$ cat config.mk
export PLATFORM = sky130hd
export DESIGN_NAME = faddsub_pipe
export DESIGN_NICKNAME = d
export VERILOG_FILES = /design/src/rtl/faddsub_pipe.sv
export SDC_FILE = /design/constraint.sdc
export NUM_CORES = 1
export LEC_CHECK = 0
export ABC_AREA = 0
export CAP_MARGIN = 20
export CORE_MARGIN = 8
export CORE_UTILIZATION = 36
export DETAILED_ROUTE_END_ITERATION = 7
export GPL_TIMING_DRIVEN = 0
export SETUP_SLACK_MARGIN = 0.15
export SYNTH_ARGS = -nofsm -noshare
export SYNTH_HDL_FRONTEND = slang
export SYNTH_SLANG_ARGS = --single-unit
$ cat constraint.sdc
create_clock -name clk -period 10.2 [get_ports clk]
set_clock_uncertainty 0.1 [all_clocks]
set_input_delay 2.04 -clock clk [delete_from_list [all_inputs] [get_ports clk]]
set_output_delay 2.04 -clock clk [all_outputs]
set_load 0.01 [all_outputs]
$ cat src/rtl/faddsub_pipe.sv
// faddsub_pipe: pipelined float add/sub (operand reg, align, add+lzd, normalise/round) with valid/ready stream
module faddsub_pipe #(
  parameter int EXP_W = 8,
  parameter int FRAC_W = 23,
  localparam int W = 1 + EXP_W + FRAC_W
) (
  input  logic         clk,
  input  logic         rstn,
  input  logic         in_valid,
  output logic         in_ready,
  input  logic [W-1:0] x1,
  input  logic [W-1:0] x2,
  input  logic         sub,
  output logic         out_valid,
  input  logic         out_ready,
  output logic [W-1:0] y,
  output logic         ovf,
  output logic         nv
);
  localparam int M = FRAC_W + 1;
  localparam int A = FRAC_W + 3;
  localparam int S = FRAC_W + 5;
  localparam int LZW = $clog2(S);
  localparam logic [W-1:0] QNAN = {1'b0, {EXP_W{1'b1}}, 1'b1, {(FRAC_W-1){1'b0}}};
  logic en;
  assign en = !out_valid || out_ready;
  assign in_ready = en;
  logic v0_q, s0_q;
  logic [W-1:0] a0_q, b0_q;
  always_ff @(posedge clk) begin
    if (!rstn) v0_q <= 1'b0;
    else if (en) v0_q <= in_valid;
    if (en) begin
      a0_q <= x1;
      b0_q <= x2;
      s0_q <= sub;
    end
  end
  logic sa, sb, swap, sl_d, st_d, a_nan, b_nan, a_inf, b_inf;
  logic [EXP_W-1:0] ea, eb, xa, xb, el_d, es, d;
  logic [FRAC_W-1:0] fa, fb;
  logic [M-1:0] ma, mb, ml_d, ms;
  logic [2*A-1:0] wide;
  logic [A-1:0] al_d;
  assign {sa, ea, fa} = a0_q;
  assign sb = b0_q[W-1] ^ s0_q;
  assign {eb, fb} = b0_q[W-2:0];
  assign xa = ea | EXP_W'(ea == '0);
  assign xb = eb | EXP_W'(eb == '0);
  assign ma = {|ea, fa};
  assign mb = {|eb, fb};
  assign swap = {eb, fb} > {ea, fa};
  assign el_d = swap ? xb : xa;
  assign es = swap ? xa : xb;
  assign ml_d = swap ? mb : ma;
  assign ms = swap ? ma : mb;
  assign sl_d = swap ? sb : sa;
  assign d = el_d - es;
  assign wide = {ms, 2'b00, {A{1'b0}}} >> d;
  assign al_d = 32'(d) >= A ? '0 : wide[2*A-1:A];
  assign st_d = 32'(d) >= A ? |ms : |wide[A-1:0];
  assign a_nan = &ea && |fa;
  assign b_nan = &eb && |fb;
  assign a_inf = &ea && fa == '0;
  assign b_inf = &eb && fb == '0;
  logic v1_q, sl1_q, sub1_q, st1_q, nan1_q, inv1_q, inf1_q, infs1_q;
  logic [EXP_W-1:0] el1_q;
  logic [M-1:0] ml1_q;
  logic [A-1:0] al1_q;
  always_ff @(posedge clk) begin
    if (!rstn) v1_q <= 1'b0;
    else if (en) v1_q <= v0_q;
    if (en) begin
      sl1_q <= sl_d;
      sub1_q <= sa ^ sb;
      el1_q <= el_d;
      ml1_q <= ml_d;
      al1_q <= al_d;
      st1_q <= st_d;
      nan1_q <= a_nan || b_nan;
      inv1_q <= a_inf && b_inf && (sa ^ sb);
      inf1_q <= a_inf || b_inf;
      infs1_q <= a_inf ? sa : sb;
    end
  end
  logic [S-1:0] sum_d;
  logic [LZW-1:0] lz_d;
  assign sum_d = sub1_q ? {1'b0, ml1_q, 3'b000} - {1'b0, al1_q, st1_q}
                        : {1'b0, ml1_q, 3'b000} + {1'b0, al1_q, st1_q};
  always_comb begin
    lz_d = '0;
    for (int i = 0; i < S; i++) if (sum_d[i]) lz_d = LZW'(S - 1 - i);
  end
  logic v2_q, sl2_q, zs2_q, nan2_q, inv2_q, inf2_q, infs2_q;
  logic [S-1:0] sum2_q;
  logic [LZW-1:0] lz2_q;
  logic [EXP_W-1:0] el2_q;
  always_ff @(posedge clk) begin
    if (!rstn) v2_q <= 1'b0;
    else if (en) v2_q <= v1_q;
    if (en) begin
      sl2_q <= sl1_q;
      zs2_q <= sl1_q && !sub1_q;
      sum2_q <= sum_d;
      lz2_q <= lz_d;
      el2_q <= el1_q;
      nan2_q <= nan1_q;
      inv2_q <= inv1_q;
      inf2_q <= inf1_q;
      infs2_q <= infs1_q;
    end
  end
  logic [S-1:0] norm;
  logic [FRAC_W-1:0] fr;
  logic cy, rnd, zero, big;
  logic signed [31:0] er;
  logic [W-1:0] y_d;
  logic ovf_d, nv_d;
  assign norm = sum2_q << lz2_q;
  assign zero = !norm[S-1];
  assign rnd = norm[S-M-1] && (|norm[S-M-2:0] || norm[S-M]);
  assign {cy, fr} = {1'b0, norm[S-2 -: FRAC_W]} + (FRAC_W+1)'(rnd);
  assign er = $signed(32'(el2_q)) + 1 - $signed(32'(lz2_q)) + $signed(32'(cy));
  assign big = er >= (1 << EXP_W) - 1;
  assign ovf_d = !nan2_q && !inv2_q && !inf2_q && !zero && big;
  assign nv_d = inv2_q && !nan2_q;
  assign y_d = nan2_q || inv2_q ? QNAN
             : inf2_q ? {infs2_q, {EXP_W{1'b1}}, {FRAC_W{1'b0}}}
             : zero ? {zs2_q, {(W-1){1'b0}}}
             : big ? {sl2_q, {EXP_W{1'b1}}, {FRAC_W{1'b0}}}
             : er <= 0 ? {sl2_q, {(W-1){1'b0}}}
             : {sl2_q, EXP_W'(er), fr};
  always_ff @(posedge clk) begin
    if (!rstn) begin
      out_valid <= 1'b0;
      y <= '0;
      ovf <= 1'b0;
      nv <= 1'b0;
    end else if (en) begin
      out_valid <= v2_q;
      y <= y_d;
      ovf <= ovf_d;
      nv <= nv_d;
    end
  end
endmodule

==> summary.txt <==
Outcome: finished clean
Netlist cell types: 88
Worst Setup Slack, final: 0.769 ns
Global route overflow: 0
Min Tclk post-route: 9.43 ns
First-pass GRT wire length: 75.6 mm
Top-count cell post-synth: edfxtp_1
RSZ-0062 raised after global routing: false
Starting Density: 0.363
Inserted Diodes: 0
Peak VDD IR: 0.126 mV
Ys async rst share: 0
Main combinational cell family by area after synthesis: compound AO/OA/AOI/OAI gates
Mapped Nets: 1845
Slew HR: 0.329
Total power divided by cell area: 225 nW/µm²
Syn_area_per_cell: 9.53 µm²
Main synth FF type: edfxtp_1
Top-Level Pins: 105
# DRC: 0
CTS tree: yes
Gr usage total: 0.184
Cts bufs inserted: 25
Initial DRT Pass Iterations: 5
Fraction of the mapped netlist area in adder cells: 0.0792
Data required, critical path: 10.34 ns
Number of nets in the layout: 1978
Placed cell areas: 17800 µm²
Hold slack: 0.318 ns
CTS Sinks: 215
#FFs+latches synth: 215
Crit end category: flip-flop
Synthesized instance count: 1676
Share of cells above drive strength 1: 0.0706
DP HPWL: 39.5 mm
DR WL/cell: 20.2 µm
Total vias in the final route: 13.4k
Post-synthesis xor/xnor area fraction: 0.0377
Routed WL: 48.8 mm
Setup Fix Bufs, Post-CTS: 0
Cell taking the most area after synthesis: edfxtp_1
Routability cong.: 0.958
Slew Limit Fails: 0
CTS root buf: clkbuf_16
Main area contributors after synthesis: edfxtp_1 (33%), ha_1 (7.7%), mux2i_1 (4.9%)
Leak Pwr: 7.17 nW
DIE AREA: 51400 µm²
# rows: 77
Clk pin slew, worst setup/hold paths: 0.06 ns
Core area: 44000 µm²
Finish-stage setup viols: 0
Simple-Gate Fraction of Synth Area: 0.163
# H-tree levels: 1
DIE WIDTH: 227 µm
Area share of the largest cell type after synthesis: 0.333
Place WS: 0.900 ns
Final Cycle Share: 0.925
Max frequency: 106 MHz
EDFF count, synth: 177
CP Launch Type: flip-flop
Final hold violations: 0
Final Cell Area: 18700 µm²
# resized after CTS: 0
Worst-Skew Late Latency: 0.54 ns
Crit Path Class: flip-flop to flip-flop
Hold-fix buffer count after cts: 0
Mapped Area: 16000 µm²
Initial drt markers: 853
Total Power: 4.19 mW
Crit path DAT: 9.57 ns
Initial antenna violation count: 0
Synth cell count leaders: edfxtp_1 (177), nor2_1 (136), nand2_1 (132)
Vias in the first global route: 13.4k
Post-synthesis sequential area ratio: 0.380
Filler Cells Inserted: 4332
Critical Path Fanout Max: 10
DR vias/cell: 5.55
Multiplexer share of the synthesized area: 0.108
Worst Tran Pin Value: 1.00 ns
Max-capacitance violation count: 0
Post-synthesis compound-gate area fraction: 0.183
Largest net degree at the start of global routing: 66
Synth Warn #: 0
ANT nets after route: 0
Area delta synth->final: 16.7%
CTS Buffer Depth: 3
Hold crit path type: flip-flop to flip-flop
Die height: 227 µm
IO buf count: 103
[kinds of logic after synthesis]
logic type      Yosys count
simple gates            523
compound gates          445
flops                   215
buf+inv                 198
mux                     128
fa+ha+maj               100
xor+xnor                 67
[state kept, by name (all words and copies together) (netlist names), 5 cells and up]
name and count:
lz2_q 5, sum2_q 28, b0_q 32, al1_q 26, a0_q 32, el2_q 8, el1_q 8, ml1_q 24
y 32
[path summary, 6_finish.rpt]
path                            startpoint  endpoint  slack [ns]  cells past startpoint
worst min register to register      nan1_q    nan2_q        0.32                      0
worst max register to register    a0_q[20]     st1_q        0.77                     25
worst max-delay path              a0_q[20]     st1_q        0.77                     25
worst min-delay path                nan1_q    nan2_q        0.32                      0
[worst max-delay path, cell delays in order, from the launching register on]
cell,delay (ns)
edfxtp_1,0.52
inv_1,0.22
ha_1,0.37
and3_1,0.18
a221o_1,0.30
a221oi_1,0.45
a21oi_1,0.35
nor2_1,0.34
buf_2,0.35
buf_1,0.52
buf_1,0.66
mux2i_1,0.29
ha_1,0.17
inv_1,0.07
ha_1,0.27
clkbuf_1,0.60
clkbuf_1,0.54
clkbuf_1,0.55
o211ai_1,0.18
a31oi_1,0.57
mux2i_1,0.15
mux2i_1,0.20
and3_1,0.18
o211ai_1,0.13
a2111oi_0,0.65
o22ai_1,0.17
[cell usage in the layout (no fill, tap or decap), types with 18 or more instances in the layout]
cell type        count
o21ai_0             96
a21oi_1            107
xnor2_1             40
clkbuf_1            59
nor3_1              34
a22oi_1             31
clkbuf_16           25
nand2_1            132
clkdlybuf4s50_1    103
nor4_1              19
mux4_2              26
edfxtp_1           177
dfxtp_1             38
xor2_1              25
nand3_1             43
nor2_1             136
mux2i_1             78
a31oi_1             28
a211oi_1            24
mux2_2              18
ha_1                98
inv_1              111
nor2b_1             44
[through the flow]
step,utilization,TNS [ns],cells
after floorplan,-,0,1676
after global placement,0.403,-15.12,2371
after detailed placement,0.405,0,2374
after CTS,0.424,0,2419
after global routing,0.424,0,2419
final,0.424,0,2419
[layer usage]
layer / track usage / share of wire / vias up
met5: 0 / 0 / -
met4: 0.0775 / 0.046 / 0
met3: 0.0216 / 0.039 / 107
met2: 0.333 / 0.50 / 358
met1: 0.219 / 0.42 / 6421
li1: - / - / 6548
[final cells by class]
| type | count | area, µm² | area share |
|---|---|---|---|
| Buffer | 84 | 359 | 0.0193 |
| Clock buffer | 27 | 633 | 0.0339 |
| Clock inverter | 18 | 180 | 0.00966 |
| Inverter | 114 | 428 | 0.0229 |
| Multi-Input combinational cell | 1263 | 9120 | 0.489 |
| Sequential cell | 215 | 6080 | 0.326 |
| Tap cell | 592 | 741 | 0.0397 |
| Timing Repair Buffer | 106 | 1110 | 0.0597 |
[power breakdown]
group / switching (mW) / leakage [nW] / internal [mW] / total, mW
registers: 0.109 / 2.24 / 1.12 / 1.23
logic: 1.20 / 4.55 / 0.875 / 2.08
clock network: 0.357 / 0.380 / 0.524 / 0.881
total: 1.67 / 7.17 / 2.52 / 4.19
(Power assumes the default switching activity.)
